===== src/rtl/lsu_pkg.sv =====
// Shared types for the load/store burst engine: FSM state encoding and the
// legacy ld/st/ldp/stp sub-op decode.
package lsu_pkg;

    typedef enum logic [1:0] {
        StIdle,
        StRd,
        StRdDrain,
        StWr
    } lsu_state_e;

    localparam logic [3:0] LD  = 4'b0000;
    localparam logic [3:0] ST  = 4'b0001;
    localparam logic [3:0] LDP = 4'b0010;
    localparam logic [3:0] STP = 4'b0011;

    typedef struct packed {
        logic       store;
        logic [3:0] len;
    } subop_dec_t;

    // Maps the fixed one/two-word sub-ops onto a burst request (len is words minus one).
    function automatic subop_dec_t subop_decode(input logic [3:0] op);
        subop_dec_t dec;
        dec.store = (op == ST) || (op == STP);
        dec.len   = ((op == LDP) || (op == STP)) ? 4'd1 : 4'd0;
        return dec;
    endfunction

endpackage


===== src/rtl/lsu_burst_if.sv =====
// Request, data-memory and register-file ports of the burst engine.
// The master modport is the burst engine itself; slave is its surroundings.
interface lsu_burst_if #(
    parameter int unsigned DATA_W    = 16,
    parameter int unsigned ADDR_W    = 15,
    parameter int unsigned REG_AW    = 4,
    parameter int unsigned MAX_BURST = 4
);
    localparam int unsigned LEN_W = $clog2(MAX_BURST);

    logic              req_valid;
    logic              req_ready;
    logic              req_store;
    logic [LEN_W-1:0]  req_len;
    logic [ADDR_W-1:0] req_addr;
    logic [REG_AW-1:0] req_reg;

    logic [ADDR_W-1:0] mem_raddr;
    logic [DATA_W-1:0] mem_rdata;
    logic              mem_wen;
    logic [ADDR_W-1:0] mem_waddr;
    logic [DATA_W-1:0] mem_wdata;

    logic [REG_AW-1:0] reg_raddr;
    logic [DATA_W-1:0] reg_rdata;
    logic              reg_wen;
    logic [REG_AW-1:0] reg_waddr;
    logic [DATA_W-1:0] reg_wdata;

    logic              busy;
    logic              done;

    modport master (
        input  req_valid, req_store, req_len, req_addr, req_reg,
        input  mem_rdata, reg_rdata,
        output req_ready, mem_raddr, mem_wen, mem_waddr, mem_wdata,
        output reg_raddr, reg_wen, reg_waddr, reg_wdata, busy, done
    );

    modport slave (
        output req_valid, req_store, req_len, req_addr, req_reg,
        output mem_rdata, reg_rdata,
        input  req_ready, mem_raddr, mem_wen, mem_waddr, mem_wdata,
        input  reg_raddr, reg_wen, reg_waddr, reg_wdata, busy, done
    );

endinterface


===== src/rtl/lsu_beat_ctr.sv =====
// Beat counter for a burst: latches the length on accept, steps once per beat
// and flags the final and second-to-final beats.
module lsu_beat_ctr #(
    parameter int unsigned LEN_W = 2
) (
    input  logic             clk,
    input  logic             rst_n,
    input  logic             load,
    input  logic             inc,
    input  logic [LEN_W-1:0] len,
    output logic [LEN_W-1:0] beat,
    output logic             last,
    output logic             penult
);

    logic [LEN_W-1:0] beat_q;
    logic [LEN_W-1:0] len_q;

    always_ff @(posedge clk or negedge rst_n) begin
        if (!rst_n) begin
            beat_q <= '0;
            len_q  <= '0;
        end else if (load) begin
            beat_q <= '0;
            len_q  <= len;
        end else if (inc) begin
            beat_q <= beat_q + LEN_W'(1);
        end
    end

    assign beat   = beat_q;
    assign last   = (beat_q == len_q);
    // Only meaningful while beat < len, so the wrap of beat+1 never matters.
    assign penult = ((beat_q + LEN_W'(1)) == len_q);

endmodule


===== src/rtl/lsu_burst.sv =====
// Multicycle load/store burst engine: moves 1..MAX_BURST consecutive words
// between data memory and consecutive registers, stalling the pipeline via busy.
module lsu_burst
    import lsu_pkg::*;
#(
    parameter int unsigned DATA_W    = 16,
    parameter int unsigned ADDR_W    = 15,
    parameter int unsigned REG_AW    = 4,
    parameter int unsigned MAX_BURST = 4
) (
    input  logic        clk,
    input  logic        rst_n,
    lsu_burst_if.master bus
);

    localparam int unsigned LEN_W = $clog2(MAX_BURST);

    lsu_state_e        state_q;
    logic [ADDR_W-1:0] base_addr_q;
    logic [REG_AW-1:0] base_reg_q;

    logic [ADDR_W-1:0] mem_raddr_q;
    logic              mem_wen_q;
    logic [ADDR_W-1:0] mem_waddr_q;
    logic [REG_AW-1:0] reg_raddr_q;
    logic              reg_wen_q;
    logic [REG_AW-1:0] reg_waddr_q;
    logic              done_q;

    logic [LEN_W-1:0]  beat;
    logic [LEN_W-1:0]  beat_nxt;
    logic              last;
    logic              penult;
    logic              ctr_load;
    logic              ctr_inc;

    assign ctr_load = (state_q == StIdle) && bus.req_valid;
    assign ctr_inc  = ((state_q == StRd) || (state_q == StWr)) && !last;
    assign beat_nxt = beat + LEN_W'(1);

    lsu_beat_ctr #(
        .LEN_W (LEN_W)
    ) u_beat_ctr (
        .clk    (clk),
        .rst_n  (rst_n),
        .load   (ctr_load),
        .inc    (ctr_inc),
        .len    (bus.req_len),
        .beat   (beat),
        .last   (last),
        .penult (penult)
    );

    // Outputs for beat k are registered at the edge that opens beat k's cycle.
    always_ff @(posedge clk or negedge rst_n) begin
        if (!rst_n) begin
            state_q     <= StIdle;
            base_addr_q <= '0;
            base_reg_q  <= '0;
            mem_raddr_q <= '0;
            mem_wen_q   <= 1'b0;
            mem_waddr_q <= '0;
            reg_raddr_q <= '0;
            reg_wen_q   <= 1'b0;
            reg_waddr_q <= '0;
            done_q      <= 1'b0;
        end else begin
            case (state_q)
                StIdle: begin
                    reg_wen_q <= 1'b0;
                    mem_wen_q <= 1'b0;
                    done_q    <= 1'b0;
                    if (bus.req_valid) begin
                        base_addr_q <= bus.req_addr;
                        base_reg_q  <= bus.req_reg;
                        if (bus.req_store) begin
                            state_q     <= StWr;
                            mem_wen_q   <= 1'b1;
                            mem_waddr_q <= bus.req_addr;
                            reg_raddr_q <= bus.req_reg;
                            done_q      <= (bus.req_len == '0);
                        end else begin
                            state_q     <= StRd;
                            mem_raddr_q <= bus.req_addr;
                        end
                    end
                end
                StRd: begin
                    // Write back the word read during this beat; it arrives next cycle.
                    reg_wen_q   <= 1'b1;
                    reg_waddr_q <= base_reg_q + REG_AW'(beat);
                    if (last) begin
                        state_q <= StRdDrain;
                        done_q  <= 1'b1;
                    end else begin
                        mem_raddr_q <= base_addr_q + ADDR_W'(beat_nxt);
                    end
                end
                StRdDrain: begin
                    state_q   <= StIdle;
                    reg_wen_q <= 1'b0;
                    done_q    <= 1'b0;
                end
                StWr: begin
                    if (last) begin
                        state_q   <= StIdle;
                        mem_wen_q <= 1'b0;
                        done_q    <= 1'b0;
                    end else begin
                        mem_waddr_q <= base_addr_q + ADDR_W'(beat_nxt);
                        reg_raddr_q <= base_reg_q + REG_AW'(beat_nxt);
                        done_q      <= penult;
                    end
                end
                default: begin
                    state_q <= StIdle;
                end
            endcase
        end
    end

    // Ready is gated by reset so the pipeline never sees a handshake while held in reset.
    assign bus.req_ready = rst_n && (state_q == StIdle);
    assign bus.busy      = (state_q != StIdle);
    assign bus.done      = done_q;

    assign bus.mem_raddr = mem_raddr_q;
    assign bus.mem_wen   = mem_wen_q;
    assign bus.mem_waddr = mem_waddr_q;
    assign bus.mem_wdata = mem_wen_q ? bus.reg_rdata : '0;

    assign bus.reg_raddr = reg_raddr_q;
    assign bus.reg_wen   = reg_wen_q;
    assign bus.reg_waddr = reg_waddr_q;
    assign bus.reg_wdata = reg_wen_q ? bus.mem_rdata : '0;

endmodule

===== src/flat_wrapper.sv =====
// flat-port wrapper written by rule: the top's interface ports become plain ports
module lsu_burst_flat import lsu_pkg::*;
#(
    parameter int unsigned DATA_W    = 16,
    parameter int unsigned ADDR_W    = 15,
    parameter int unsigned REG_AW    = 4,
    parameter int unsigned MAX_BURST = 4
)
  (clk, rst_n, bus_req_valid, bus_req_store, bus_req_len, bus_req_addr, bus_req_reg, bus_mem_rdata, bus_reg_rdata, bus_req_ready, bus_mem_raddr, bus_mem_wen, bus_mem_waddr, bus_mem_wdata, bus_reg_raddr, bus_reg_wen, bus_reg_waddr, bus_reg_wdata, bus_busy, bus_done);
  lsu_burst_if #(.DATA_W(DATA_W), .ADDR_W(ADDR_W), .REG_AW(REG_AW), .MAX_BURST(MAX_BURST)) bus_i ();
  input  logic clk;
  input  logic rst_n;
  input wire logic [$bits(bus_i.req_valid)-1:0] bus_req_valid;
  input wire logic [$bits(bus_i.req_store)-1:0] bus_req_store;
  input wire logic [$bits(bus_i.req_len)-1:0] bus_req_len;
  input wire logic [$bits(bus_i.req_addr)-1:0] bus_req_addr;
  input wire logic [$bits(bus_i.req_reg)-1:0] bus_req_reg;
  input wire logic [$bits(bus_i.mem_rdata)-1:0] bus_mem_rdata;
  input wire logic [$bits(bus_i.reg_rdata)-1:0] bus_reg_rdata;
  output wire logic [$bits(bus_i.req_ready)-1:0] bus_req_ready;
  output wire logic [$bits(bus_i.mem_raddr)-1:0] bus_mem_raddr;
  output wire logic [$bits(bus_i.mem_wen)-1:0] bus_mem_wen;
  output wire logic [$bits(bus_i.mem_waddr)-1:0] bus_mem_waddr;
  output wire logic [$bits(bus_i.mem_wdata)-1:0] bus_mem_wdata;
  output wire logic [$bits(bus_i.reg_raddr)-1:0] bus_reg_raddr;
  output wire logic [$bits(bus_i.reg_wen)-1:0] bus_reg_wen;
  output wire logic [$bits(bus_i.reg_waddr)-1:0] bus_reg_waddr;
  output wire logic [$bits(bus_i.reg_wdata)-1:0] bus_reg_wdata;
  output wire logic [$bits(bus_i.busy)-1:0] bus_busy;
  output wire logic [$bits(bus_i.done)-1:0] bus_done;
  assign bus_i.req_valid = bus_req_valid;
  assign bus_i.req_store = bus_req_store;
  assign bus_i.req_len = bus_req_len;
  assign bus_i.req_addr = bus_req_addr;
  assign bus_i.req_reg = bus_req_reg;
  assign bus_i.mem_rdata = bus_mem_rdata;
  assign bus_i.reg_rdata = bus_reg_rdata;
  assign bus_req_ready = bus_i.req_ready;
  assign bus_mem_raddr = bus_i.mem_raddr;
  assign bus_mem_wen = bus_i.mem_wen;
  assign bus_mem_waddr = bus_i.mem_waddr;
  assign bus_mem_wdata = bus_i.mem_wdata;
  assign bus_reg_raddr = bus_i.reg_raddr;
  assign bus_reg_wen = bus_i.reg_wen;
  assign bus_reg_waddr = bus_i.reg_waddr;
  assign bus_reg_wdata = bus_i.reg_wdata;
  assign bus_busy = bus_i.busy;
  assign bus_done = bus_i.done;
  lsu_burst #(.DATA_W(DATA_W), .ADDR_W(ADDR_W), .REG_AW(REG_AW), .MAX_BURST(MAX_BURST)) u_core (.clk(clk), .rst_n(rst_n), .bus(bus_i));
endmodule

===== config.mk =====
export PLATFORM = sky130hd
export DESIGN_NAME = lsu_burst_flat
export DESIGN_NICKNAME = d
export VERILOG_FILES = /design/src/rtl/lsu_pkg.sv /design/src/rtl/lsu_burst_if.sv /design/src/rtl/lsu_beat_ctr.sv /design/src/rtl/lsu_burst.sv /design/src/flat_wrapper.sv
export SDC_FILE = /design/constraint.sdc
export NUM_CORES = 1
export LEC_CHECK = 0
export ABC_AREA = 1
export ABC_CLOCK_PERIOD_IN_PS = 3510
export BUFFER_PORTS_ARGS = -buffer_cell sky130_fd_sc_hd__buf_2
export CAP_MARGIN = 20
export CORE_UTILIZATION = 40
export DETAILED_ROUTE_END_ITERATION = 16
export GPL_ROUTABILITY_DRIVEN = 0
export HOLD_SLACK_MARGIN = 0.12
export PLACE_DENSITY = 0.66
export SYNTH_ARGS = -nofsm -noshare
export SYNTH_HDL_FRONTEND = slang
export SYNTH_HIERARCHICAL = 1
export SYNTH_SLANG_ARGS = --single-unit
export TNS_END_PERCENT = 50

===== constraint.sdc =====
create_clock -name clk -period 3.51 [get_ports clk]
set_input_delay 0.5265 -clock clk [delete_from_list [all_inputs] [get_ports clk]]
set_output_delay 0.5265 -clock clk [all_outputs]
set_load 0.01 [all_outputs]

==> flow_summary_export.csv <==
group,metric,value,unit
timing,fin_crit_sh,65.7,%
setup_path,r2r_cells,7,
place,place_inst,747,
pwr,power.density,931,nW/um2
setup_path,cp_max_fo,32,
timing,clock.fmax,434,MHz
timing,post-route-min-period,2310,ps
floorplan,rows,35,
worst_hold_path,min_delay_path_depth,3,
setup_path,arrival,2520,ps
clock_network,postCtsResizedCells,0,
worst_hold_path,hp-class,"input pin to register",
grt,met2_usage,35.2,%
clock_network,cts_setup_buffers,0,
clock_network,cts_tree,"built",
synth,ys_dominant_reg_cell,"dfrtp_1",
worst_hold_path,hold_start,"bus_req_reg[2]",
setup_path,worst_ep_required_time,3720,ps
grt,use_met1,28.9,%
grt,antenna_found_initial,0,
synth,yosysUniqueCellTypes,31,
grt,grt_use_total,21.7,%
setup_path,critPathBufInv,1,
floorplan,dieArea,9790,um2
layout,area_growth,24.6,%
timing,worstMarginPinSlew,849,ps
synth,async_flop_share,100,%
layout,layout-drive-gt1-share,25.8,%
setup_path,ff2ff_setup_slack,1200,ps
synth,syn_avg_cell_area,7.20,um2
detailed_routing,post_drt_via_cell_ratio,4.84,
grt,grt_start_max_net_pins,67,
timing,slew_viol_final,0,
timing,finalSetupViolCount,0,
synth,synth_area_leaders,"dfrtp_1 44%, nand2_1 19%, inv_1 7.5%",
setup_path,crit_chain,"xor2_1 > a21oi_1 > o21ai_2 > nand2_2 > inv_1 > nor2_1 > a31oi_1",
clock_network,insertion_delay,340,ps
place,port_buffers,131,
clock_network,holdBufCountCts,0,
clock_network,ctsHtreeMaxLevel,3,
synth,yosysMostFrequentCell,"nand2_1",
clock_network,clk_pin_slew_worst_paths,80,ps
timing,layout_setup_ws,1200,ps
setup_path,cp-start-kind,"register",
detailed_routing,dr_total_vias,3691,
outcome,outcome,"finished, final reports clean",
pwr,leakagePower,2.76,nW
timing,hold_viol_final,0,
synth,syn-cell-area,3760,um2
layout,fill_cells,885,
detailed_routing,wirelength,10100,um
synth,synth_top_area_share,43.9,%
floorplan,fp.dieH,98.9,um
clock_network,cts_root_buf,"clkbuf_8",
grt,grt_overflow,0,
synth,synth_common_cells,"192 x nand2_1, 75 x inv_1, 66 x dfrtp_1",
synth,synth_top_area_cell,"dfrtp_1",
layout,fin_cells,763,
clock_network,cts-buffers-inserted,9,
grt,grt_pass1_vias,3569,
detailed_routing,postRouteAntennaNets,0,
synth,seq_area_frac_synth,43.9,%
layout,fin_area,4680,um2
floorplan,initial_core_util,41.1,%
synth,ys_ff_latch,66,
synth,syn-instance-count,522,
place,post_dp_cell_area,4480,um2
setup_path,timing.rr.start,"u_core/u_beat_ctr/beat[0]$_DFFE_PN0P_",
place,dp_hpwl,7360,um
detailed_routing,drtIter0Drc,139,
clock_network,clock-sinks,66,
floorplan,design.core.area,9150,um2
setup_path,max_stage_delay,480,ps
timing,setup_tns,0,ps
grt,grtUsageMet3,3.69,%
setup_path,path_delay_family,"simple AND/OR/NAND/NOR gates",
grt,grt_pass1_wl,16800,um
synth,synth_edf_count,0,
timing,finalClockSkew,9.18,ps
setup_path,end_kind,"register",
worst_hold_path,hold_end,"u_core/base_reg_q[2]$_DFFE_PN0P_",
setup_path,r2r-end,"u_core/bus.mem_waddr[1]$_DFFE_PN0P_",
place,pre_cts_ws,1240,ps
layout,n_antenna_cell,0,
detailed_routing,avgRoutedWirePerCell,13.3,um
detailed_routing,first_pass_iters,4,
timing,maxSlewHeadroom,43.4,%
pwr,ir_drop,0.332,mV
job,max_cap_violations,0,
grt,grt-busiest-layer,"met2",
clock_network,ctsLongestPathBuffers,2,
floorplan,die_x,98.9,um
synth,syn_nets,588,
layout,nets,713,
detailed_routing,post-route-drc-count,0,
setup_path,path_class,"register to register",
floorplan,io_pins,132,
timing,grt_setup_unrepaired,"no",
setup_path,cpMaxStageDelayCell,"nand2_2",
synth,ys_warn_count,6,
## layout by cell type (no fill, tap or decap), drive strengths merged
master    instances
nand2           195
buf             133
inv              78
dfrtp            66
o21ai            43
nand3            31
nor2             28
a21oi            28
clkbuf           12
xor2              7
a31oi             6
ha                6
nand4             4
fa                3
or2               3
clkinvlp          2
xnor2             2
clkinv            2
bufinv            1
nand3b            1
o22ai             1
## worst max-delay path by stage
stage / endpoint / start / slack (ps) / depth (start not counted)
floorplan: u_core/bus.mem_waddr[10]$_DFFE_PN0P_ / u_core/u_beat_ctr/beat[0]$_DFFE_PN0P_ / 1640 / 9
global placement: u_core/bus.mem_waddr[1]$_DFFE_PN0P_ / bus_req_valid / 1270 / 7
detailed placement: u_core/bus.mem_waddr[1]$_DFFE_PN0P_ / bus_req_valid / 1240 / 7
CTS: u_core/bus.mem_waddr[1]$_DFFE_PN0P_ / u_core/u_beat_ctr/beat[0]$_DFFE_PN0P_ / 1240 / 7
global route: u_core/bus.mem_raddr[11]$_DFFE_PN0P_ / u_core/u_beat_ctr/beat[1]$_DFFE_PN0P_ / 990 / 9
finish: u_core/bus.mem_waddr[1]$_DFFE_PN0P_ / u_core/u_beat_ctr/beat[0]$_DFFE_PN0P_ / 1200 / 7
## power breakdown
part | internal (mW) | total [mW] | switching, mW
sequential | 1.14 | 1.49 | 0.349
combinational | 0.802 | 2.21 | 1.41
clock | 0.366 | 0.661 | 0.295
total | 2.31 | 4.36 | 2.05
## registers in the layout (all words and copies together), names as in the netlist, 2 cells and up
| register | cells |
|---|---|
| u_core/base_addr_q | 15 |
| u_core/base_reg_q | 4 |
| u_core/bus.mem_raddr | 15 |
| u_core/bus.mem_waddr | 15 |
| u_core/bus.reg_raddr | 4 |
| u_core/bus.reg_waddr | 4 |
| u_core/state_q | 2 |
| u_core/u_beat_ctr/beat | 2 |
| u_core/u_beat_ctr/len_q | 2 |
## cells by family after synthesis
kind of cell    Yosys count  synth area share (%)
compound gates           78                  11.6
xor+xnor                  9                  2.10
fa+ha+maj                 9                  3.60
buf+inv                  98                  10.3
flops                    66                  43.9
simple gates            262                  28.5
## cell type report
type / count / area (um2) / area share, %
clock buffer: 12 / 155 / 3.31
clock inverter: 4 / 50.0 / 1.07
inverter: 79 / 297 / 6.33
multi-input combinational: 358 / 1720 / 36.8
sequential: 66 / 1650 / 35.3
tap: 111 / 139 / 2.96
timing repair buffer: 133 / 671 / 14.3
## through the flow
step / util (%) / hold slack (ps) / power [mW]
floorplan: - / 231 / 2.97
global placement: 48.9 / 463 / 3.65
detailed placement: 48.9 / 464 / 3.70
CTS: 51.2 / 399 / 4.39
global route: 51.2 / 434 / 4.77
finish: 51.2 / 409 / 4.36
## tightest hold or removal path: stages
cell and delay [ps]:
buf_2 100, nand2_1 50, nand2_1 50
## per-layer routing
metal	part of all wire, %	up-vias
li1	-	1863
met1	47	1708
met2	46	109
met3	5.2	11
met4	1.8	0
met5	0	-
Note: power is estimated with default switching activity, not from simulation.
